===== config.mk =====
export PLATFORM = sky130hd
export DESIGN_NAME = nibble_carry_seq
export DESIGN_NICKNAME = d
export VERILOG_FILES = /design/src/rtl/nibble_carry_seq.sv
export SDC_FILE = /design/constraint.sdc
export NUM_CORES = 1
export LEC_CHECK = 0
export CAP_MARGIN = 15
export CORE_MARGIN = 5
export CORE_UTILIZATION = 43
export DETAILED_ROUTE_END_ITERATION = 8
export GPL_TIMING_DRIVEN = 0
export PLACE_DENSITY_LB_ADDON = 0.3
export SLEW_MARGIN = 20
export SYNTH_ARGS = -nofsm -noshare
export SYNTH_HDL_FRONTEND = slang
export SYNTH_SLANG_ARGS = --single-unit

===== constraint.sdc =====
create_clock -name clk -period 2.09 [get_ports clk]
set_input_delay 0.209 -clock clk [delete_from_list [all_inputs] [get_ports clk]]
set_output_delay 0.209 -clock clk [all_outputs]
set_load 0.01 [all_outputs]

===== src/rtl/nibble_carry_seq.sv =====
// nibble_carry_seq: nibble-serial WIDTH-bit adder sequencer; start/a/b/cin in, p_out/c_out to XOR sum stage, s_in back, result/cout/done/busy/nib_valid/nib_idx out
module nibble_carry_seq #(
  parameter int WIDTH = 16,
  localparam int NIB = WIDTH / 4,
  localparam int IW = NIB > 1 ? $clog2(NIB) : 1
) (
  input  logic             clk,
  input  logic             rst_n,
  input  logic             start,
  input  logic [WIDTH-1:0] a,
  input  logic [WIDTH-1:0] b,
  input  logic             cin,
  output logic [3:0]       p_out,
  output logic [3:0]       c_out,
  input  logic [3:0]       s_in,
  output logic             nib_valid,
  output logic [IW-1:0]    nib_idx,
  output logic             busy,
  output logic             done,
  output logic [WIDTH-1:0] result,
  output logic             cout
);
  typedef enum logic [1:0] {IDLE, RUN, DONE} state_t;
  state_t state;
  logic [WIDTH-1:0] op_a, op_b;
  logic carry_reg;
  logic [IW-1:0] idx;
  logic [3:0] pn, gn;
  logic [4:0] c;
  logic run;
  assign run = state == RUN;
  assign pn = op_a[4*idx+:4] ^ op_b[4*idx+:4];
  assign gn = op_a[4*idx+:4] & op_b[4*idx+:4];
  always_comb begin
    c[0] = carry_reg;
    for (int i = 0; i < 4; i++) c[i+1] = gn[i] | (pn[i] & c[i]);
  end
  assign p_out = run ? pn : 4'd0;
  assign c_out = run ? c[3:0] : 4'd0;
  assign nib_valid = run;
  assign nib_idx = run ? idx : '0;
  assign busy = state != IDLE;
  assign done = state == DONE;
  always_ff @(posedge clk or negedge rst_n) begin
    if (!rst_n) begin
      state <= IDLE;
      op_a <= '0;
      op_b <= '0;
      carry_reg <= 1'b0;
      idx <= '0;
      result <= '0;
      cout <= 1'b0;
    end else begin
      case (state)
        IDLE: if (start) begin
          op_a <= a;
          op_b <= b;
          carry_reg <= cin;
          idx <= '0;
          state <= RUN;
        end
        RUN: begin
          result[4*idx+:4] <= s_in;
          carry_reg <= c[4];
          if (idx == IW'(NIB - 1)) begin
            cout <= c[4];
            state <= DONE;
          end else idx <= idx + 1'b1;
        end
        default: state <= IDLE;
      endcase
    end
  end
endmodule


==> impl_table.tex <==
\begin{tabular}{lr}
\hline
Metric & Value \\
\hline
\multicolumn{2}{l}{\textbf{Run status}} \\
Run status & finished, violations left \\
Violations in the final reports & negative setup slack \\
\multicolumn{2}{l}{\textbf{Pwr}} \\
Cell Pwr Density & 1780 mW/mm² \\
Peak supply drop & 0.853 mV \\
Final Total Pwr & around 6.7 mW \\
Leakage & approximately 1.6 nW \\
\multicolumn{2}{l}{\textbf{Yosys}} \\
Distinct cell type count of the synthesized netlist & 33 \\
Syn Inst Count & $\sim$170 \\
Number of synthesis warnings & 0 \\
Flops \& latches, synth & 54 \\
Synth Cell Area & $\sim$0.0026 mm² \\
Part of the Yosys area used for sequential elements & 52.1\% \\
Count of flip-flops with a built-in enable after synthesis & 0 \\
Post-synth net total & roughly 220 \\
Mean cell area of the mapped netlist & between 10 and 15 µm² \\
Main synth FF type & dfrtp\_1 \\
Ys async rst share & between 90\% and 100\% \\
\multicolumn{2}{l}{\textbf{Cells and area}} \\
Area growth syn-to-layout & 45.2\% \\
Fraction of layout cells with a size suffix above 1 & between 30\% and 40\% \\
Layout fillers & between 400 and 500 \\
Most used cells in the layout excluding fill and tap cells & clkdlybuf4s50\_1 (60), dfrtp\_1 (53), mux2\_2 (30), a22o\_1 (16), buf\_6 (15) \\
Design area & between 0.003 and 0.004 mm² \\
Fin nets & 315 \\
Most common cell after layout, fill and taps aside & clkdlybuf4s50\_1 \\
Largest registers & op\_a x16, op\_b x16, result x16 \\
Antenna diode count & 0 \\
\multicolumn{2}{l}{\textbf{Worst setup path}} \\
Type of the worst setup path & reg2out \\
Category of the worst setup path launch point & register \\
Reg-to-reg setup timing slack & -20 ps \\
R2r endpoint & carry\_reg \\
Worst reg2reg path startpoint & idx[0] \\
Required time at the worst-slack endpoint & around 1900 ps \\
Endpoint kind of the worst setup timing path & output port \\
Arrival time at the worst endpoint & 2260 ps \\
Worst Path Max Fanout & 4 \\
Number of cells traversed by the worst register-to-register path & 8 \\
\multicolumn{2}{l}{\textbf{Detailed routing}} \\
Routed Wire Length & a little over 6000 µm \\
DRC violations left & 0 \\
Iteration-0 DRC count of the detailed router & around 90 \\
Number of optimization iterations in the first detailed-route pass & 4 \\
Via count & $\sim$1800 \\
Vias per cell & 5.26 \\
Number of nets still failing antenna checks after routing & 0 \\
Wire per inst & 18.0 µm \\
\multicolumn{2}{l}{\textbf{Floorplan}} \\
Placement Rows & 28 \\
Initial Util & around 44\% \\
Core region area & 0.00589 mm² \\
Height of the die & 87.6 µm \\
Die width & 87.6 µm \\
Number of placed I/O pins & 70 \\
Die area & between 0.007 and 0.008 mm² \\
\multicolumn{2}{l}{\textbf{STA}} \\
RSZ-0062 raised after global routing & true \\
Post-layout minimum cycle time & between 2000 and 2500 ps \\
Worst setup slack after layout & -377 ps \\
Setup skew after layout & around 8.6 ps \\
Final cycle utilization of the critical path & 118\% \\
Count of final max-slew check failures & 0 \\
Final-report setup violation count & 8 \\
Transition time of the tightest slew-check pin & $\sim$680 ps \\
Max-Slew Margin vs Limit & between 50 and 60\% \\
Final-report hold violation count & 0 \\
Top achievable clock speed & just over 400 MHz \\
Final Hold Slack & between 400 and 500 ps \\
\multicolumn{2}{l}{\textbf{Flow run}} \\
Maximum capacitance violations & 0 \\
\multicolumn{2}{l}{\textbf{GRT}} \\
All-layer global routing usage & between 10\% and 20\% \\
Initial antenna violation count & 0 \\
Number of global-route vias before repair & between 1500 and 2000 \\
Total overflow reported by the global router & 0 \\
Wire length of the first global-routing pass & a little under 10000 µm \\
Maximum number of pins on one net before global-route repair & 55 \\
\multicolumn{2}{l}{\textbf{Clocking}} \\
H-tree lvl count & 2 \\
Clock transition at the registers of the reported paths & 100 ps \\
Buffers from clock root to sink, at most & 2 \\
Clock Root Buffer & clkbuf\_8 \\
Number of CTS-inserted buffers & 5 \\
Count of clock tree sinks & 54 \\
Clock latency on the worst-skew pair & approximately 310 ps \\
TritonCTS clock tree & yes \\
\multicolumn{2}{l}{\textbf{Placed design}} \\
Port-buffer cells & 69 \\
Placement Cell Area & approximately 0.0034 mm² \\
Routability congestion estimate from global placement & roughly 0.80 \\
DPL Wire Length & $\sim$4200 µm \\
\multicolumn{2}{l}{\textbf{Hold path}} \\
Tightest Hold Check Type & in2async \\
\hline
\end{tabular}
[per-stage QoR]
stage	setup slack [ps]	setup TNS, ps	instances	util, %
detailed placement	-803	-6140	318	57.5
global route	-472	-2340	341	63.9
global placement	-1020	-50020	318	57.5
floorplan	0.276	0	174	-
CTS	-391	-1810	340	62.9
finish	-377	-1580	341	63.9
[cell type report]
type	count	area [µm²]	area share [%]
tap	75	93.8	2.49
multi-input combinational	107	1260	33.5
inverter	6	31.3	0.831
timing repair buffer	84	848	22.5
clock buffer	7	86.3	2.29
clock inverter	1	5.00	0.133
buffer	7	83.8	2.23
sequential	54	1350	35.9
[how the worst max path moves through the flow]
| stage | end | depth (start not counted) | from |
|---|---|---|---|
| floorplan | c_out[3] | 6 | idx[0] |
| global placement | idx[0] | 1 | rst_n |
| detailed placement | c_out[3] | 7 | idx[1] |
| CTS | c_out[3] | 8 | idx[0] |
| global route | c_out[3] | 8 | idx[0] |
| finish | c_out[3] | 8 | idx[0] |
[cells in the mapped netlist, types with 3 or more instances]
master   number  area [µm²]
a22o_1       16         140
and2_1        5        31.3
buf_6         4        45.0
dfrtp_1      54        1350
ha_1         10         125
inv_1         5        18.8
mux2_1        3        33.8
mux2_2       30         338
mux4_2        8         180
nand2_1       4        15.0
nor2_1        6        22.5
o21ai_0       3        15.0
[report_power, final]
part | switching (mW) | internal [mW] | total (mW)
registers | 0.264 | 1.50 | 1.77
clock network | 0.335 | 0.268 | 0.603
logic | 1.82 | 2.52 | 4.34
[per-layer routing]
metal  track usage (%)  up-vias  routed length (µm)
li1                  -      822                   -
met1              20.5      908                2430
met2              29.2       51                3230
met3              4.05       13                 363
met4              5.30        0                 126
met5                 0        -                   0
[critical path, stage by stage (launching register included)]
cell and delay (ps):
dfrtp_2 400, buf_12 120, buf_6 100, mux4_2 520, ha_4 270, a21o_1 180, a31oi_4 160, nor2_1 70
buf_2 140
[timing repair]
item	4_1_cts	5_1_grt
hold buffers	1	0
buffers inserted	12	3
pin swaps	7	6
cloned	1	0
gates resized for setup	54	14
hold endpoints to repair	54	0
setup endpoints to repair	27	13
[cells by family after synthesis]
group	share of synthesized area, %
flops	52.1
mux	21.7
simple gates	10.5
compound gates	7.53
buf+inv	3.33
fa+ha+maj	4.83
(Power assumes the default switching activity.)
==> edit 1 (same settings) <==
Add an input register stage for `a`; this delays it by one clock. The other inputs are not delayed to match.
--- a/src/rtl/nibble_carry_seq.sv
+++ b/src/rtl/nibble_carry_seq.sv
@@ -21,6 +21,13 @@
   output logic             cout
 );
   typedef enum logic [1:0] {IDLE, RUN, DONE} state_t;
+
+  logic [WIDTH-1:0] a_q;
+
+  always_ff @(posedge clk) begin
+    a_q <= a;
+  end
+
   state_t state;
   logic [WIDTH-1:0] op_a, op_b;
   logic carry_reg;
@@ -53,7 +60,7 @@
     end else begin
       case (state)
         IDLE: if (start) begin
-          op_a <= a;
+          op_a <= a_q;
           op_b <= b;
           carry_reg <= cin;
           idx <= '0;
Behaviour: not the same (Yosys sat finds a counterexample within 4 cycles, from zero or initial values and one cycle with rst_n low).
==> edit 1 against the unedited design <==
- the run still ends with negative setup slack left
- critical path depth unchanged
- total power increased by 11%
- cell area increased by 10%
- non-clock buffer count unchanged
- maximum frequency decreased by 2.4%
- routed wire length increased by 7.6%
- area after synthesis increased by 11%
- clock skew decreased by 0.67 ps
- sequential cell count increased by 16
- clock power increased by 77%
- worst setup slack got worse by 62 ps
- register-to-register slack got worse by 40 ps
- critical endpoint unchanged
==> edit 1: results (changes against the unedited design) <==
Synth Area per Inst - 15.16 sq um (was 14.90 sq um)
combinational power share - 0.576 (was 0.647)
post-synthesis sequential area ratio - 0.5804 (was 0.5212)
overall routing resource usage - 0.1652 (was 0.1678)
slowest stage delay, CP - 520 ps (about the same)
H-tree depth - 3 (was 2)
total negative slack - -2134 ps (was -1576 ps)
initial antenna violation count - 0 (unchanged)
Clock transition at path regs - 80 ps (was 100 ps)
global-route wire length before repair - 10,620 um (was 9901 um)
top post-synthesis cells by area - dfrtp_1 47%, dfxtp_1 11%, mux2_2 11% (was dfrtp_1 52%, mux2_2 13%, mux4_2 6.9%)
clk_skew - 7.960 ps (was 8.633 ps)
synth cell count leaders - 54 x dfrtp_1, 28 x mux2_2, 16 x a22o_1, 16 x dfxtp_1, 10 x ha_1 (was 54 x dfrtp_1, 30 x mux2_2, 16 x a22o_1, 10 x ha_1, 8 x mux4_2)
sequential power - 0.00209 W (was 0.00177 W)
power density over the cells - 1795 nW/um^2 (was 1783 nW/um^2)
fillers - 489 (was 454)
DR iter-0 viols - 80 (was 89)
Worst Path Arrival - 2320 ps (was 2260 ps)
Psw - 0.002639 W (was 0.002424 W)
Worst Path Max Fanout - 5 (was 4)
Max stage delay cell, worst path - mux4_2 (unchanged)
total iterations of the first detailed-routing run - 4 (unchanged)
status - complete, but fails checks (unchanged)
sw frac - 0.3538 (was 0.3611)
Finish-stage setup viols - 9 (was 8)
HPWL Detailed - 4386 um (was 4179 um)
number of global-route vias before repair - 2,031 (was 1,960)
Ys Warns - 0 (unchanged)
Leak - 1.814 nW (was 1.637 nW)
Synthesized Nets - 240 (was 224)
ys async rst share - 0.7714 (was 1.000)
worst skew pair latency - 340 ps (was 310 ps)
DP Worst Slack - -882.7 ps (was -802.5 ps)
CTS Buf Count - 9 (was 5)
mux share of post-synthesis cell area - 0.1946 (was 0.2167)
Non-Filler Instances - 366 (was 341)
Root Buffer Master - clkbuf_8 (unchanged)
synthesized-area fraction occupied by adder cells - 0.04344 (was 0.04826)
largest delay contributor family on the critical path - multiplexers (unchanged)
Cell variety after synth - 33 (unchanged)
final worst slack - -438.7 ps (was -377.0 ps)
post-synthesis compound-gate area fraction - 0.07081 (was 0.07529)
failing checks - negative setup slack (unchanged)
measured slew at the worst slew-check pin - 694.0 ps (was 683.2 ps)
hold crit path type - primary input to flop (was primary input to async pin)
post-place instance area - 3670 sq um (was 3383 sq um)
Layout Nets - 334 (was 315)
predominant post-synthesis flop cell - dfrtp_1 (unchanged)
worst vdd ir - 0.0008436 V (was 0.0008530 V)
Avg WL per Cell - 18.08 um (was 18.04 um)
Final Wtd Congestion - 0.7441 (was 0.8023)
EDFF count, synth - 0 (unchanged)
ANT cells - 0 (unchanged)
commonest non-fill, non-tap cell in the layout - clkdlybuf4s50_1 (unchanged)
CTS Buffer Depth - 2 (unchanged)
Buffers on Ports - 69 (unchanged)
fraction of layout cells with a size suffix above 1 - 0.3564 (was 0.3835)
pin count of the biggest net entering global routing - 55 (unchanged)
Via Count - 1,897 (was 1,794)
# placed instances - 336 (was 318)
-- edit 1: cell count changes after synthesis, moves of 2 or more --
cell	before	now
dfxtp_1	0	16
nand3b_1	1	4
buf_4	2	0
buf_6	4	6
mux2_2	30	28
nand3b_4	2	0
-- edit 1: what timing repair did --
action	4_1_cts	5_1_grt
setup endpoints to repair	27	23
hold buffers	1	0
buffers inserted	14	4
pin swaps	9	7
endpoints found under the hold margin	54	0
cloned	1	0
gates resized for setup	50	19
-- edit 1: path summary, 6_finish.rpt --
| check | slack [ps] | startpoint | end | cells past startpoint |
|---|---|---|---|---|
| worst max-delay path | -440 | idx[0]$_DFFE_PN0P_ | c_out[3] | 8 |
| worst min-delay path | 300 | a[14] | a_q[14]$_DFF_P_ | 1 |
| worst max register to register | -60 | idx[0]$_DFFE_PN0P_ | cout$_DFFE_PN0P_ | 8 |
| worst min register to register | 460 | a_q[1]$_DFF_P_ | op_a[1]$_DFFE_PN0P_ | 1 |
| max in group asynchronous | 1140 | rst_n | idx[0]$_DFFE_PN0P_ | 2 |
| min in group asynchronous | 460 | rst_n | result[5]$_DFFE_PN0P_ | 2 |
-- edit 1: cell families after synthesis --
family,after synthesis
compound gates,26
fa+ha+maj,10
buf+inv,14
flops,70
mux,42
simple gates,28
-- edit 1: layout make-up --
cell class                 count  area share
buffer                         8     0.02199
clock buffer                  10     0.03072
clock inverter                 6     0.01687
inverter                       6    0.006627
multi-input combinational    106      0.2958
sequential                    70      0.4027
tap                           77     0.02319
timing repair buffer          83      0.2021
-- edit 1: layer usage --
metal  wire, um  share of wire  vias to the layer above  global-route usage
met5          0              0                        -                   0
met3        305          0.046                       10             0.04992
met1       2882           0.44                      951              0.2081
li1           -              -                      884                   -
met2       3308           0.50                       52              0.2664
met4        121          0.018                        0             0.06807
==> edit 2 (config.mk and constraints unchanged) <==
Without the edit above. `WIDTH`: 16 -> 8.
--- a/src/rtl/nibble_carry_seq.sv
+++ b/src/rtl/nibble_carry_seq.sv
@@ -1,6 +1,6 @@
 // nibble_carry_seq: nibble-serial WIDTH-bit adder sequencer; start/a/b/cin in, p_out/c_out to XOR sum stage, s_in back, result/cout/done/busy/nib_valid/nib_idx out
 module nibble_carry_seq #(
-  parameter int WIDTH = 16,
+  parameter int WIDTH = 8,
   localparam int NIB = WIDTH / 4,
   localparam int IW = NIB > 1 ? $clog2(NIB) : 1
 ) (
Ports: changed (resized a, b, nib_idx and result); port bits go from 70 to 45. The function was not compared with the original's and may differ.
==> edit 2 against the unedited design <==
- the run still ends with negative setup slack left
- area after synthesis down 46%
- worst setup slack better by 240 ps
- clock skew up 1.9 ps
- cell count down 39%
- sequential cell count down 25
- cell area down 44%
- routed wire length down 49%
- total power down 44%
- synthesized cell count down 42%
- critical path type unchanged
- largest power group unchanged
==> edit 2: results (changes against the unedited design) <==
status - complete, but fails checks (unchanged)
failing checks - negative setup slack (unchanged)
final core utilization - 0.6815 (was 0.6395)
Synthesized Nets - 129 (was 224)
flops & latches, synth - 29 (was 54)
final worst slack - -133.1 ps (was -377.0 ps)
synth cell count leaders - 29 x dfrtp_1, 23 x mux2_2, 9 x mux2_4, 6 x inv_1, 5 x and2_1 (was 54 x dfrtp_1, 30 x mux2_2, 16 x a22o_1, 10 x ha_1, 8 x mux4_2)
Buffers on Ports - 44 (was 69)
synthesized-area fraction occupied by adder cells - 0.03565 (was 0.04826)
Avg WL per Cell - 15.10 um (was 18.04 um)
P_comb - 0.00241 W (was 0.00434 W)
post-synthesis sequential area ratio - 0.5169 (was 0.5212)
worst vdd ir - 0.0008068 V (was 0.0008530 V)
Via Count - 986 (was 1,794)
largest registers - op_a: 8 flops, op_b: 8 flops, result: 8 flops (was op_a: 16 flops, op_b: 16 flops, result: 16 flops)
area of the multi-input gates - 735.7 sq um (was 1262 sq um)
power density over the cells - 1773 nW/um^2 (was 1783 nW/um^2)
fillers - 247 (was 454)
pin count of the biggest net entering global routing - 30 (was 55)
fraction of layout cells with a size suffix above 1 - 0.4356 (was 0.3835)
Reg2Reg Setup Slack - 180 ps (was -20 ps)
largest delay contributor family on the critical path - flip-flops (was multiplexers)
Syn Inst Count - 101 (was 174)
ClkCell Share - 0.02426 (was 0.02427)
post-synthesis compound-gate area fraction - 0.04367 (was 0.07529)
DR iter-0 viols - 19 (was 89)
HPWL Detailed - 2102 um (was 4179 um)
Max stage delay cell, worst path - dfrtp_1 (was mux4_2)
Leak - 0.9851 nW (was 1.637 nW)
Layout clock buffers - 6 (was 7)
setup bufs post-CTS - 4 (was 12)
WHS - 430.3 ps (was 480.0 ps)
final wirelength - 3126 um (was 6150 um)
number of gates resized after cts - 36 (was 54)
met1 GRT Util - 0.1904 (was 0.2048)
Power, Total - 0.003749 W (was 0.006712 W)
overall routing resource usage - 0.1564 (was 0.1678)
top post-synthesis cells by area - dfrtp_1 52%, mux2_2 18%, mux2_4 9.6% (was dfrtp_1 52%, mux2_2 13%, mux4_2 6.9%)
clock-net power - 0.000314 W (was 0.000603 W)
post-place instance area - 1894 sq um (was 3383 sq um)
DP Worst Slack - -541.6 ps (was -802.5 ps)
Non-clock buffer share - 0.2467 (was 0.2477)
mux share of post-synthesis cell area - 0.2879 (was 0.2167)
sequential fraction of total cell area - 0.3432 (was 0.3594)
met3 WL - 176 um (was 363 um)
comb_multi_in - 64 (was 107)
Finish-stage setup viols - 3 (was 8)
Worst Path Arrival - 2010 ps (was 2260 ps)
edit 2: cell types whose count changed in the layout (fill, tap and decap cells not counted), moves of 4 or more:
cell / change
clkdlybuf4s50_1: -25
dfrtp_1: -24
a22o_1: -16
mux2_4: +16
mux2_2: -14
buf_6: -12
mux4_2: -8
clkbuf_8: -6
ha_1: -6
clkbuf_4: +5
and2_1: +4
and2_4: -4
edit 2: path summary, 6_finish.rpt:
path,end,from,cells after the start
setup / recovery,c_out[3],idx$_DFFE_PN0P_,7
hold / removal,op_b[3]$_DFFE_PN0P_,rst_n,2
setup reg to reg,carry_reg$_DFFE_PN0P_,idx$_DFFE_PN0P_,7
hold reg to reg,cout$_DFFE_PN0P_,cout$_DFFE_PN0P_,2
max in group asynchronous,op_b[1]$_DFFE_PN0P_,rst_n,2
min in group clk,op_b[4]$_DFFE_PN0P_,b[4],2
